[src/rtl/gray_bin_convert_pipe.sv]
// rtl/gray_bin_convert_pipe.sv - pipelined bidirectional Gray/binary converter with valid/ready streams
module gray_bin_convert_pipe #(
    parameter int WIDTH  = 8,
    parameter int STAGES = 2
) (
    input  logic             clk,
    input  logic             rst_n,
    input  logic             clr,
    input  logic             in_valid,
    output logic             in_ready,
    input  logic             mode,
    input  logic [WIDTH-1:0] data_in,
    output logic             out_valid,
    input  logic             out_ready,
    output logic [WIDTH-1:0] data_out,
    output logic             mode_out
);

    // Bits of the Gray->binary prefix chain resolved per stage.
    localparam int S = WIDTH / STAGES;

    logic [STAGES:1] stage_valid;
    logic [STAGES:1] stage_mode;
    logic [WIDTH-1:0] stage_data [1:STAGES];
    logic [STAGES:1] load;
    logic [STAGES:1] advance;

    // Ready chain from the output back to stage 1: a stage loads when empty or draining.
    always_comb begin
        load    = '0;
        advance = '0;
        advance[STAGES] = stage_valid[STAGES] & out_ready;
        load[STAGES]    = ~stage_valid[STAGES] | advance[STAGES];
        for (int k = STAGES - 1; k >= 1; k--) begin
            advance[k] = stage_valid[k] & load[k+1];
            load[k]    = ~stage_valid[k] | advance[k];
        end
    end

    assign in_ready = load[1];

    for (genvar k = 1; k <= STAGES; k++) begin : g_stage
        // Slice of the binary result this stage finishes (MSB-first).
        localparam int HI = WIDTH - 1 - (k - 1) * S;
        localparam int LO = WIDTH - k * S;

        logic [WIDTH-1:0] src;
        logic             src_valid;
        logic             src_mode;
        logic [WIDTH-1:0] nxt;
        logic [WIDTH-1:0] data_q;
        logic             valid_q;
        logic             mode_q;

        if (k == 1) begin : g_src_in
            assign src       = data_in;
            assign src_valid = in_valid;
            assign src_mode  = mode;
        end else begin : g_src_prev
            assign src       = stage_data[k-1];
            assign src_valid = stage_valid[k-1];
            assign src_mode  = stage_mode[k-1];
        end

        // Binary->Gray finishes in stage 1; Gray->binary resolves this stage's slice
        // from the already-binary bit just above it, leaving lower Gray bits untouched.
        always_comb begin
            nxt = src;
            if (src_mode) begin
                if (k == 1) begin
                    nxt = src ^ (src >> 1);
                end
            end else begin
                for (int i = WIDTH - 2; i >= 0; i--) begin
                    if (i <= HI && i >= LO) begin
                        nxt[i] = nxt[i+1] ^ src[i];
                    end
                end
            end
        end

        // Stage register: flush wins over transfers; payload only moves with a valid word.
        always_ff @(posedge clk or negedge rst_n) begin
            if (!rst_n) begin
                valid_q <= 1'b0;
                mode_q  <= 1'b0;
                data_q  <= '0;
            end else if (clr) begin
                valid_q <= 1'b0;
            end else if (load[k]) begin
                valid_q <= src_valid;
                if (src_valid) begin
                    data_q <= nxt;
                    mode_q <= src_mode;
                end
            end
        end

        assign stage_valid[k] = valid_q;
        assign stage_mode[k]  = mode_q;
        assign stage_data[k]  = data_q;
    end

    assign out_valid = stage_valid[STAGES];
    assign data_out  = stage_data[STAGES];
    assign mode_out  = stage_mode[STAGES];

endmodule
[config.mk]
export PLATFORM = sky130hd
export DESIGN_NAME = gray_bin_convert_pipe
export DESIGN_NICKNAME = d
export VERILOG_FILES = /design/src/rtl/gray_bin_convert_pipe.sv
export SDC_FILE = /design/constraint.sdc
export NUM_CORES = 1
export LEC_CHECK = 0
export ABC_CLOCK_PERIOD_IN_PS = 4300
export CAP_MARGIN = 20
export CORE_MARGIN = 2
export CORE_UTILIZATION = 30
export DETAILED_ROUTE_END_ITERATION = 12
export PLACE_DENSITY = 0.54
export SYNTH_ARGS = -nofsm -noshare
export SYNTH_HDL_FRONTEND = slang
export SYNTH_SLANG_ARGS = --single-unit
export TNS_END_PERCENT = 10
[constraint.sdc]
create_clock -name clk -period 4.3 [get_ports clk]
set_input_delay 0.86 -clock clk [delete_from_list [all_inputs] [get_ports clk]]
set_output_delay 0.86 -clock clk [all_outputs]
set_load 0.02 [all_outputs]
==> results.py <==
metrics = {
    "outcome": {
        "status": "finished clean",
    },
    "run": {
        "maxCapViolCount": 0,
    },
    "routing": {
        "finalWirelength_um": 1550,
        "first_pass_iters": 2,
        "detail-route-antenna-nets": 0,
        "avgRoutedWirePerCell_um": 10.4,
        "num_vias": 641,
        "viasPerCell": 4.30,
        "dr.first_iter.drc_count": 14,
        "drc_errors": 0,
    },
    "global_routing": {
        "antenna_found_initial": 0,
        "grt_pass1_wl_um": 2700,
        "grt_overflow": 0,
        "grt_pass1_vias": 604,
        "grt_max_degree": 21,
        "track_usage_pct": 10.3,
    },
    "timing": {
        "finalSetupTns_ns": 0,
        "fmaxAchievable_mhz": 335,
        "finalCriticalPeriod_ns": 2.98,
        "worst_pin_slew_ns": 0.889,
        "grt_setup_unrepaired": "no",
        "skew_ns": 0.00127,
        "max-slew-margin-rel_pct": 40.5,
        "final_hold_viol_count": 0,
        "period_share_pct": 69.3,
        "setup_viol": 0,
        "slew_violations": 0,
    },
    "pwr": {
        "powerDensity_mw_per_mm2": 471,
        "leakage_nw": 0.517,
        "peakVddDrop_mv": 0.123,
        "power_uw": 588,
    },
    "floorplan": {
        "dieHeight_um": 60.5,
        "row_count": 20,
        "fp.dieW_um": 60.5,
        "die_area_sq_mm": 0.00365,
        "start_util_pct": 31.3,
        "pin_count": 25,
        "coreArea_sq_mm": 0.00305,
    },
    "layout": {
        "layout-drive-gt1-share_pct": 14.3,
        "nNetsFinal": 121,
        "area_delta_synth_final_pct": 30.8,
        "final_util_pct": 40.9,
        "fin_cells": 149,
        "antenna-diode-count": 0,
    },
    "synthesis": {
        "synth_area_sq_um": 956,
        "synth_top_area_share_pct": 52.4,
        "postSynthRegisterBits": 20,
        "syn-num-nets": 96,
        "synthCells": 82,
        "yosysUniqueCellTypes": 21,
        "ys_warn_count": 0,
        "postSynthAreaPerCell_sq_um": 11.7,
        "yosys.area.top_type": "dfrtp_1",
        "netlist_top_cells_area": "dfrtp_1 (52%), mux2_2 (14%), xnor2_1 (10%)",
        "ys_seq_area_share_pct": 52.4,
    },
    "place": {
        "dp_hpwl_um": 1190,
        "place_inst": 146,
        "portBuffers": 24,
        "place.gp.congestion": 0.646,
    },
    "clock_network": {
        "htree_levels": 1,
        "cts_sinks": 20,
        "postCtsSetupBuffers": 0,
        "clockRootBuffer": "clkbuf_4",
        "cts_tree": "built",
        "clk_pin_slew_ns": 0.10,
        "cts_hold_buf": 0,
        "worstSkewPairLatency_ns": 0.30,
        "cts_resized": 0,
        "cts_buffers": 3,
        "clockBufferDepth": 2,
    },
    "critical_path": {
        "worstPathArrival_ns": 2.12,
        "worstPathMaxFanout": 4,
        "cp_data_required_time_ns": 3.44,
        "startpoint_type": "primary input",
        "critical_path_class": "primary input to primary output",
        "endpoint_kind": "primary output",
    },
    "hold_path": {
        "hp-class": "flop to flop",
    },
}
cell usage after synthesis (all sizes together):
cell type  number
o31a            1
nor2b           2
o21a            1
or3b            1
mux2i           1
xnor3           1
xor2            2
inv             1
nand3b          1
clkbuf          2
nor2            6
nand2          10
dfrtp          20
nand2b          1
mux2           12
nor3            1
a21oi           1
buf             2
o21ai           5
xnor2          11
area by class of cell:
class	count	area (sq um)
Fill cell	334	1800
Sequential cell	20	500
Multi-Input combinational cell	57	428
Timing Repair Buffer	24	240
Tap cell	44	55.1
Clock buffer	3	22.5
Inverter	1	3.75
critical path, stage by stage:
cell             delay [ns]
clkdlybuf4s50_1        0.40
nor2b_1                0.22
nand2_1                0.10
clkdlybuf4s50_1        0.54
registers in the layout, indices dropped and copies added, names as in the netlist:
| signal | flops |
|---|---|
| g_stage.data_q | 8 |
| mode_out | 1 |
| g_stage.mode_q | 1 |
| out_valid | 1 |
| data_out | 8 |
| g_stage.valid_q | 1 |
cells in the final DEF (no fill, tap or decap):
master / count
xnor3_1: 1
xor2_1: 2
nor3_1: 1
o21a_1: 1
nand2_1: 10
nor2b_1: 2
o31a_1: 1
or3b_1: 1
nor2_1: 6
clkdlybuf4s50_1: 24
a21oi_1: 1
mux2_2: 12
dfrtp_1: 20
mux2i_1: 1
nand3b_1: 1
clkbuf_4: 3
o21ai_0: 5
xnor2_1: 11
inv_1: 1
nand2b_1: 1
power by group:
group	switching (mW)	internal [mW]
combinational	0.0991	0.132
clock	0.0566	0.0327
sequential	0.0314	0.237
per-stage QoR:
| stage | setup WS (ns) | hold WS [ns] | cell area (sq um) |
|---|---|---|---|
| after CTS | 1.31 | 0.497 | 1250 |
| after detailed placement | 1.32 | 0.473 | 1230 |
| after floorplan | 2.22 | 0.475 | 956 |
| final | 1.32 | 0.488 | 1250 |
| after global routing | 1.25 | 0.517 | 1250 |
| after global placement | 1.34 | 0.460 | 1230 |
layer usage:
metal	part of all wire, %	GRT usage (%)	routed length (um)	up-vias
met2	45	14.3	689	15
met4	3.0	6.52	46	0
met5	0	0	0	-
li1	-	-	-	320
met3	5.3	3.20	82	5
met1	47	14.1	728	301
path summary, 6_finish.rpt:
path / start / to / slack (ns) / cells after the start
worst max-delay path: out_ready / in_ready / 1.32 / 4
worst min-delay path: data_out[2]$_DFFE_PN0P_ / data_out[2]$_DFFE_PN0P_ / 0.49 / 2
worst max register to register: out_valid$_DFFE_PN0P_ / data_out[0]$_DFFE_PN0P_ / 2.71 / 3
worst min register to register: data_out[2]$_DFFE_PN0P_ / data_out[2]$_DFFE_PN0P_ / 0.49 / 2
max in group asynchronous: rst_n / data_out[0]$_DFFE_PN0P_ / 2.71 / 1
min in group asynchronous: rst_n / data_out[7]$_DFFE_PN0P_ / 1.05 / 1
logic make-up after synthesis:
kind of cell	Yosys count	share of synthesized area [%]
simple gates	22	10.5
flops	20	52.4
xor+xnor	14	14.3
mux	13	15.2
compound gates	8	4.84
buf+inv	5	2.88
No activity file was read; power rests on OpenSTA's default activity.
